==> src/rtl/seg_pkg.sv <==
// Shared types and constants for the seven-segment digit sequencer.
// Segment order is a..g in bits 0..6, decimal point in bit 7, all active-low.
package seg_pkg;

    typedef enum logic {
        RUN    = 1'b0,
        PAUSED = 1'b1
    } seq_state_e;

    localparam int SEG_A  = 0;
    localparam int SEG_B  = 1;
    localparam int SEG_C  = 2;
    localparam int SEG_D  = 3;
    localparam int SEG_E  = 4;
    localparam int SEG_F  = 5;
    localparam int SEG_G  = 6;
    localparam int SEG_DP = 7;

    // Glyphs 0-9, A, b, C, d, E, F with dp off; entry 0 sits in the lowest byte.
    localparam logic [15:0][7:0] SEG_LUT = {
        8'h8E, 8'h86, 8'hA1, 8'hC6, 8'h83, 8'h88, 8'h90, 8'h80,
        8'hF8, 8'h82, 8'h92, 8'h99, 8'hB0, 8'hA4, 8'hF9, 8'hC0
    };

endpackage

==> src/rtl/seg_debounce.sv <==
// Two-flop synchroniser plus debounce filter for a raw push button.
// level is the accepted button level; press pulses for one cycle when it rises.
module seg_debounce #(
    parameter int DEBOUNCE_CYCLES = 120_000
) (
    input  logic clk,
    input  logic rst_n,
    input  logic raw,
    output logic level,
    output logic press
);

    localparam int CW = $clog2(DEBOUNCE_CYCLES + 1);
    localparam logic [CW-1:0] CNT_LAST = CW'(DEBOUNCE_CYCLES - 1);

    logic          sync_p0;
    logic          sync_p1;
    logic [CW-1:0] cnt;

    always_ff @(posedge clk or negedge rst_n) begin
        if (!rst_n) begin
            sync_p0 <= 1'b0;
            sync_p1 <= 1'b0;
            level   <= 1'b0;
            cnt     <= '0;
            press   <= 1'b0;
        end else begin
            sync_p0 <= raw;
            sync_p1 <= sync_p0;
            press   <= 1'b0;
            if (sync_p1 == level) begin
                cnt <= '0;
            end else if (cnt == CNT_LAST) begin
                // This sample completes the run of differing samples.
                level <= sync_p1;
                cnt   <= '0;
                press <= sync_p1;
            end else begin
                cnt <= cnt + 1'b1;
            end
        end
    end

endmodule

==> src/rtl/seg_digit_sequencer.sv <==
// Prescaled up/down digit counter with debounced pause toggle and registered segment output.
// Build macro DP_BLINK_EN: prescaler free-runs while paused and blinks the decimal point.
module seg_digit_sequencer
    import seg_pkg::*;
#(
    parameter int PRESCALE        = 12_000_000,
    parameter int DEBOUNCE_CYCLES = 120_000,
    parameter int MAX_DIGIT       = 15
) (
    input  logic       clk,
    input  logic       rst_n,
    input  logic       btn_pause,
    input  logic       btn_dir,
    output logic [7:0] sevenseg_out,
    output logic [3:0] digit_out,
    output logic       tick_out,
    output logic       paused
);

    localparam int PW = $clog2(PRESCALE);
    localparam logic [PW-1:0] PRE_LAST  = PW'(PRESCALE - 1);
    localparam logic [3:0]    DIGIT_MAX = 4'(MAX_DIGIT);
`ifdef DP_BLINK_EN
    localparam bit PRE_FREE = 1'b1;
`else
    localparam bit PRE_FREE = 1'b0;
`endif

    logic          press;
    logic          pause_level_unused;
    logic          dir_p0;
    logic          dir_p1;
    seq_state_e    state_q;
    seq_state_e    state_d;
    logic [PW-1:0] pre_q;
    logic [3:0]    digit_q;
    logic [6:0]    seg_p1;
    logic          dp_q;
    logic          terminal;
    logic          tick;

    seg_debounce #(
        .DEBOUNCE_CYCLES(DEBOUNCE_CYCLES)
    ) u_pause_debounce (
        .clk  (clk),
        .rst_n(rst_n),
        .raw  (btn_pause),
        .level(pause_level_unused),
        .press(press)
    );

    always_ff @(posedge clk or negedge rst_n) begin
        if (!rst_n) begin
            dir_p0 <= 1'b0;
            dir_p1 <= 1'b0;
        end else begin
            dir_p0 <= btn_dir;
            dir_p1 <= dir_p0;
        end
    end

    assign terminal = (pre_q == PRE_LAST);

    always_ff @(posedge clk or negedge rst_n) begin
        if (!rst_n) state_q <= RUN;
        else        state_q <= state_d;
    end

    // A press coinciding with a tick still lets the step happen before pausing.
    always_comb begin
        state_d = state_q;
        tick    = 1'b0;
        if (state_q == RUN && terminal) tick = 1'b1;
        if (press) state_d = (state_q == RUN) ? PAUSED : RUN;
    end

    always_ff @(posedge clk or negedge rst_n) begin
        if (!rst_n) begin
            pre_q <= '0;
        end else if (state_q == RUN || PRE_FREE) begin
            pre_q <= terminal ? '0 : pre_q + 1'b1;
        end
    end

    always_ff @(posedge clk or negedge rst_n) begin
        if (!rst_n) begin
            digit_q <= 4'd0;
        end else if (tick) begin
            if (dir_p1) digit_q <= (digit_q == 4'd0) ? DIGIT_MAX : digit_q - 1'b1;
            else        digit_q <= (digit_q == DIGIT_MAX) ? 4'd0 : digit_q + 1'b1;
        end
    end

`ifdef DP_BLINK_EN
    always_ff @(posedge clk or negedge rst_n) begin
        if (!rst_n) begin
            dp_q <= 1'b1;
        end else if (state_q == PAUSED) begin
            if (press)         dp_q <= 1'b1;
            else if (terminal) dp_q <= ~dp_q;
        end
    end
`else
    assign dp_q = 1'b1;
`endif

    // Output stage: segment pattern lags the digit register by one cycle.
    always_ff @(posedge clk or negedge rst_n) begin
        if (!rst_n) seg_p1 <= SEG_LUT[0][SEG_G:SEG_A];
        else        seg_p1 <= SEG_LUT[digit_q][SEG_G:SEG_A];
    end

    assign sevenseg_out[SEG_G:SEG_A] = seg_p1;
    assign sevenseg_out[SEG_DP]      = dp_q;
    assign digit_out                 = digit_q;
    assign tick_out                  = tick;
    assign paused                    = (state_q == PAUSED);

endmodule

==> config.mk <==
export PLATFORM = sky130hd
export DESIGN_NAME = seg_digit_sequencer
export DESIGN_NICKNAME = d
export VERILOG_FILES = /design/src/rtl/seg_pkg.sv /design/src/rtl/seg_debounce.sv /design/src/rtl/seg_digit_sequencer.sv
export SDC_FILE = /design/constraint.sdc
export NUM_CORES = 1
export LEC_CHECK = 0
export ABC_AREA = 0
export BUFFER_PORTS_ARGS = -buffer_cell sky130_fd_sc_hd__buf_2
export CORE_ASPECT_RATIO = 1.5
export CORE_MARGIN = 2
export CORE_UTILIZATION = 45
export CTS_CLUSTER_DIAMETER = 120
export DETAILED_ROUTE_END_ITERATION = 8
export PLACE_DENSITY_LB_ADDON = 0.08
export SYNTH_ARGS = -nofsm -noshare
export SYNTH_HDL_FRONTEND = slang
export SYNTH_SLANG_ARGS = --single-unit
==> constraint.sdc <==
create_clock -name clk -period 3.28 [get_ports clk]
set_input_delay 0 -clock clk [delete_from_list [all_inputs] [get_ports clk]]
set_output_delay 0 -clock clk [all_outputs]
set_load 0.05 [all_outputs]
======== Word-level counts from Yosys, hierarchy flattened ========
Memories as Yosys holds them, arrays and structs flattened. A register that Yosys moved wholly into a read port is not among the register bits.
Cells that the tools add are included.
storage, ports and cells
  register bits after elaboration ......... 52
  bits in latches ......................... 0
  bits in writable memories ............... 0
  ROM bits ................................ 128
  bits of input ports ..................... 4
  output and inout bits ................... 14
  word-level logic and storage cells ...... 35
  memories kept ........................... 1
memories
  memory           depth  bits a word  read ports  clocked after Yosys merged registers in  write ports  RTL line                    source
  (no name shown)  16     8            1           1                                        0            seg_digit_sequencer.sv:110  else seg_p1 <= SEG_LUT[digit_q][SEG_G:SEG_A];
operators by class
  $add $sub $neg .......................... 4
  multipliers ............................. 0
  div/mod/pow operators ................... 0
  $lt $le $gt $ge ......................... 0
  eq/ne operators ......................... 4
  shifts and indexed selects .............. 0
  multiplexer cells ....................... 10
  bitwise logic cells ..................... 2
  reductions and logical operators ........ 4
operators with widths
  kind                                                                 number
  17-bit 2-to-1 mux                                                    2
  24-bit by 1-bit adder with 24-bit output (second input constant)     1
  24-bit equality test (second input constant)                         1
  24-bit 2-to-1 mux                                                    1
  17-bit by 1-bit adder with 17-bit output (second input constant)     1
  17-bit equality test (second input constant)                         1
  4-bit 2-to-1 mux                                                     3
  4-bit by 1-bit adder with 4-bit output (second input constant)       1
  4-bit equality test (second input constant)                          1
  4-bit logical NOT                                                    1
  1-bit 2-to-1 mux                                                     4
  4-bit by 1-bit subtractor with 4-bit output (second input constant)  1
  1-bit inverter                                                       2
  2-bit AND reduction                                                  1
  1-bit equality test                                                  1
  1-bit logical AND                                                    1
  1-bit logical NOT                                                    1

======== Logic depth before layout (Yosys ltp) ========
  depth after elaboration ................. 3
  gate-level depth with buffers ........... 7
  mapped depth without buffers ............ 6

======== Hierarchy ========
Synthesis repeated with hierarchy kept, for this count alone.
unflattened totals
  cells, all modules ...................... 298
  area, all modules ....................... 3160.5 um^2
by module, submodules not included
  module               times used  cells an instance  area an instance (um^2)  sequential area each (um^2)
  seg_digit_sequencer  1           205                2168.3                   952.2
  seg_debounce         1           93                 992.2                    525.5

======== Least setup slack after synthesis ========
OpenSTA, ideal clock, no wires.
  path kind ............................... reg-to-reg
  start point ............................. register digit_q[0] (netlist: digit_out[0])
  end point ............................... register digit_q[3] (netlist: digit_out[3])
  library setup time ...................... 0.128 ns
  arrival time ............................ 1.928 ns
  data required time ...................... 3.152 ns
  slack ................................... 1.224 ns
  stages on the path, launching flop included .. 7
  path buffers ............................ 0
  clock period less this slack ............ 2.056 ns
  cells stage by stage .................... dfrtp_1 > inv_1 > ha_1 > o21bai_1 > a21oi_1 > o22ai_1 > mux2_1
between the ends
  longest elaborated chain between the ends .. 3
  elaborated cells between the ends (all ways) .. 7
  classes of those cells .................. add/sub (2); eq/ne (1); mux (3); reduce/logical (1)
ends and longest elaborated chain
  item                                                                  RTL line                                              source
  from (decl)                                                           seg_digit_sequencer.sv:36                             logic [3:0] digit_q;
  from (signal assigned)                                                seg_digit_sequencer.sv:89                             if (dir_p1) digit_q <= (digit_q == 4'd0) ? DIGIT_MAX : digit_q - 1'b1;
  from (signal assigned)                                                seg_digit_sequencer.sv:90                             else digit_q <= (digit_q == DIGIT_MAX) ? 4'd0 : digit_q + 1'b1;
  4-bit by 1-bit adder with 4-bit output, or another cell as far along  seg_digit_sequencer.sv:90
  4-bit 2-to-1 mux (on tied branches)                                   seg_digit_sequencer.sv:90, seg_digit_sequencer.sv:89
  4-bit 2-to-1 mux *                                                    seg_digit_sequencer.sv:89
Every way passes the cells marked *; elsewhere a longest branch is shown, timed or not.
A chain may end at the register's enable or synchronous reset.

======== Worst setup path after layout ========
  start point ............................. register pre_q[0]
  end point ............................... register digit_q[3] (netlist: digit_out[3])
between the ends
  longest elaborated chain between the ends .. 3
ends and longest elaborated chain
  item                    RTL line                   source
  from (decl)             seg_digit_sequencer.sv:35  logic [PW-1:0] pre_q;
  from (signal assigned)  seg_digit_sequencer.sv:81  pre_q <= terminal ? '0 : pre_q + 1'b1;
  24-bit equality test    seg_digit_sequencer.sv:62  assign terminal = (pre_q == PRE_LAST);
  1-bit logical AND       seg_digit_sequencer.sv:73  if (state_q == RUN && terminal) tick = 1'b1;
  1-bit 2-to-1 mux        seg_digit_sequencer.sv:73
Every way passes these cells.

==> key figures <==
Logic synthesis
  – Synth area leaders: dfrtp_1 46%, xnor2_1 4.5%, nor2_1 3.2%
  – Count of cell types in the netlist: 61
  – Most numerous cell in the Yosys netlist: dfrtp_1
  – Net Count, Synth: 323
  – Synth Warn #: 0
  – Avg Cell Area, Syn: 10.1 um2
  – Area leader, netlist: dfrtp_1
  – Synth top area share: 0.462
  – Synth Cell Area: 3140 um2
  – Sequential share of the synthesized area: 0.471
  – Mapped Cells: 311
  – #FFs+latches synth: 59
  – Post-synth top cells: 58 x dfrtp_1, 27 x nor2_1, 24 x nand2_1
  – Fraction of registers with async set/reset: 1.00
  – Number of synthesized flops with an enable pin: 0
  – Most common flop cell mapped by yosys: dfrtp_1

Placed design
  – Routability Congestion: 0.778
  – DP Wirelength: 4.52 mm
  – Port buffer count: 16

Setup path
  – Worst setup SP type: flop
  – Req. time, crit path: 3.50 ns
  – Kind of critical path: reg -> reg
  – Critical Path AT: 2.48 ns
  – Crit end category: flop
  – Largest fanout on the critical path: 14

Power and ir drop
  – PD cells: 415 nW/um2
  – Maximum vdd drop: 0.264 mV
  – Final Power: 1440 uW
  – Leakage: 0.00151 uW

Floorplan
  – Die height: 106 um
  – Num rows: 37
  – IO Pins: 18
  – Die ar.: 7680 um2
  – Initial Util: 0.461
  – CORE AREA: 6810 um2
  – Die X-Extent: 72.2 um

STA
  – Setup-failing EPs final: 0
  – Pins Over Slew Limit: 0
  – RSZ-0062 raised after global routing: no
  – Worst Max-Slew Pin Slew: 0.682 ns
  – Total Neg Setup Slack: 0 ns
  – Tcrit/Tclk final: 0.687
  – Final number of hold-violating endpoints: 0
  – Peak Freq: 444 MHz
  – Minimum clock period: 2.25 ns
  – Max-slew headroom: 0.546
  – Final clock skew: 0.00964 ns

Global route
  – GR Overflow Total: 0
  – First-pass GRT wire length: 11.0 mm
  – Vias in the first global route: 2,355
  – GRT Total Usage: 0.185
  – Initial antenna violation count: 0
  – Largest net degree at the start of global routing: 32

Drt
  – DR DRC count: 0
  – DR pass1 iterations: 4
  – Iter 0 DRT Violations: 143
  – DRT Wirelength: 6.45 mm
  – Vias: 2,392
  – Vias/cell: 5.81
  – Met3 routed WL: 175 um
  – Wire length per cell: 15.7 um
  – Met2 Wirelength: 3.40 mm
  – Max layer used: met4
  – Post-route ant nets: 0
  – M1 WL: 2.66 mm

Final layout
  – Share of layout cells above drive strength 1: 0.147
  – # fillers: 621
  – ANT cells: 0
  – Final nets: 341
  – Sequential cell area: 1480 um2
  – Area Overhead vs Synth: 10.6%
  – Area taken by multi-input logic gates: 1540 um2

Clocking
  – CTS tree: built
  – Clk_lat worst skew: 0.34 ns
  – Max clock buf depth: 2
  – CTS buffer count: 9
  – CTS clk-pin slew, worst paths: 0.08 ns
  – CTS HTree Levels: 3
  – Clk root buf: clkbuf_8
  – Clock sinks: 59

Hold path
  – Hold Path Class: in -> async

Job
  – Maximum capacitance violations: 0

Status
  – Status: complete, no violations
[registers in the layout, indices dropped and copies added (netlist names)]
| name | cells |
|---|---|
| u_pause_debounce.level | 1 |
| paused | 1 |
| u_pause_debounce.cnt | 17 |
| u_pause_debounce.sync_p1 | 1 |
| dir_p0 | 1 |
| seg_p1 | 7 |
| dir_p1 | 1 |
| digit_out | 4 |
| u_pause_debounce.sync_p0 | 1 |
| u_pause_debounce.press | 1 |
| pre_q | 24 |
[path summary, 6_finish.rpt]
| kind | startpoint | end | slack (ns) | cells after the start |
|---|---|---|---|---|
| setup / recovery | pre_q[0]$_DFFE_PN0N_ | digit_out[3]$_DFFE_PN0P_ | 1.03 | 5 |
| hold reg to reg | dir_p0$_DFF_PN0_ | dir_p1$_DFF_PN0_ | 0.35 | 0 |
| max in group asynchronous | rst_n | pre_q[10]$_DFFE_PN0N_ | 2.21 | 3 |
| hold / removal | rst_n | dir_p0$_DFF_PN0_ | 0.23 | 2 |
| min in group clk | btn_dir | dir_p0$_DFF_PN0_ | 0.30 | 2 |
| setup reg to reg | pre_q[0]$_DFFE_PN0N_ | digit_out[3]$_DFFE_PN0P_ | 1.03 | 5 |
[metal layers]
metal / GRT usage / vias to the layer above
met5: 0 / -
met4: 0.104 / 0
met3: 0.0284 / 16
met2: 0.326 / 43
met1: 0.208 / 1172
li1: - / 1161
[power by group]
group | leakage, uW | total [uW] | internal [uW] | switching [uW]
clock network | 0.0000916 | 667 | 354 | 313
logic | 0.000625 | 37.8 | 11.5 | 26.3
registers | 0.000795 | 737 | 733 | 4.77
total | 0.00151 | 1440 | 1100 | 344
[cells by family after synthesis]
| logic type | Yosys count | share of synthesized area |
|---|---|---|
| other | 1 | 0.00119 |
| AO/OA/AOI/OAI | 52 | 0.105 |
| multiplexers | 6 | 0.0243 |
| adder cells (fa/ha/maj) | 8 | 0.0319 |
| XOR/XNOR | 25 | 0.0697 |
| flip-flops | 59 | 0.471 |
| AND/OR/NAND/NOR | 138 | 0.259 |
| buffers and inverters | 22 | 0.0382 |
[cell usage in the layout, fill, tap and decap left out, types with 2 or more instances in the layout]
master         Yosys  final
clkinvlp_4         0      3
nand4b_1           3      3
ha_1               8      8
nor2_1            27     27
nand2b_1           3      3
xnor2_1           16     16
xor2_1             9      9
o31ai_1            6      6
and4_1             5      5
a22o_1             2      2
or4_1              4      4
and3_2             2      2
and4b_1            2      2
dfrtp_1           58     58
or3_1              7      7
nand2_1           24     24
and3_1             5      5
mux2_2             2      2
nand4_1           11     11
nor2b_1            4      4
a21oi_1           15     15
or2_2              2      2
mux2i_1            2      2
dlygate4sd3_1      0      3
clkbuf_8           2      9
and2_1             3      3
o21ai_0           15     15
buf_2              2     16
inv_1              9      9
nand3_1           16     16
clkinv_4           0      3
nor4_1             4      4
a21o_1             2      2
nor3_1             5      5
[through the flow]
| stage | hold WS (ns) | setup WS [ns] | cell area (um2) | utilization | std cells |
|---|---|---|---|---|---|
| floorplan | -0.296 | 1.22 | 3140 | - | 311 |
| global placement | 0.0801 | 1.11 | 3240 | 0.476 | 393 |
| detailed placement | 0.0858 | 1.05 | 3240 | 0.476 | 393 |
| CTS | 0.258 | 1.02 | 3470 | 0.510 | 412 |
| global route | 0.290 | 0.864 | 3470 | 0.510 | 412 |
| finish | 0.234 | 1.03 | 3470 | 0.510 | 412 |
[critical path, stage by stage (launching register included)]
cell	delay (ns)
dfrtp_1	0.43
ha_1	0.21
and3b_1	0.35
nand2_1	0.21
nor3_4	0.57
mux2_1	0.37
[layout make-up]
class	instances	area share
tap	78	0.0281
multi-input combinational	230	0.444
sequential	59	0.426
clock inverter	7	0.0227
timing repair buffer	20	0.0339
inverter	9	0.00973
clock buffer	9	0.0357
[what timing repair did]
action	in CTS	in global routing
resized for setup	0	0
buffers inserted	0	0
hold buffers	3	0
hold endpoints to repair	31	0
No activity file was read; power rests on OpenSTA's default activity.
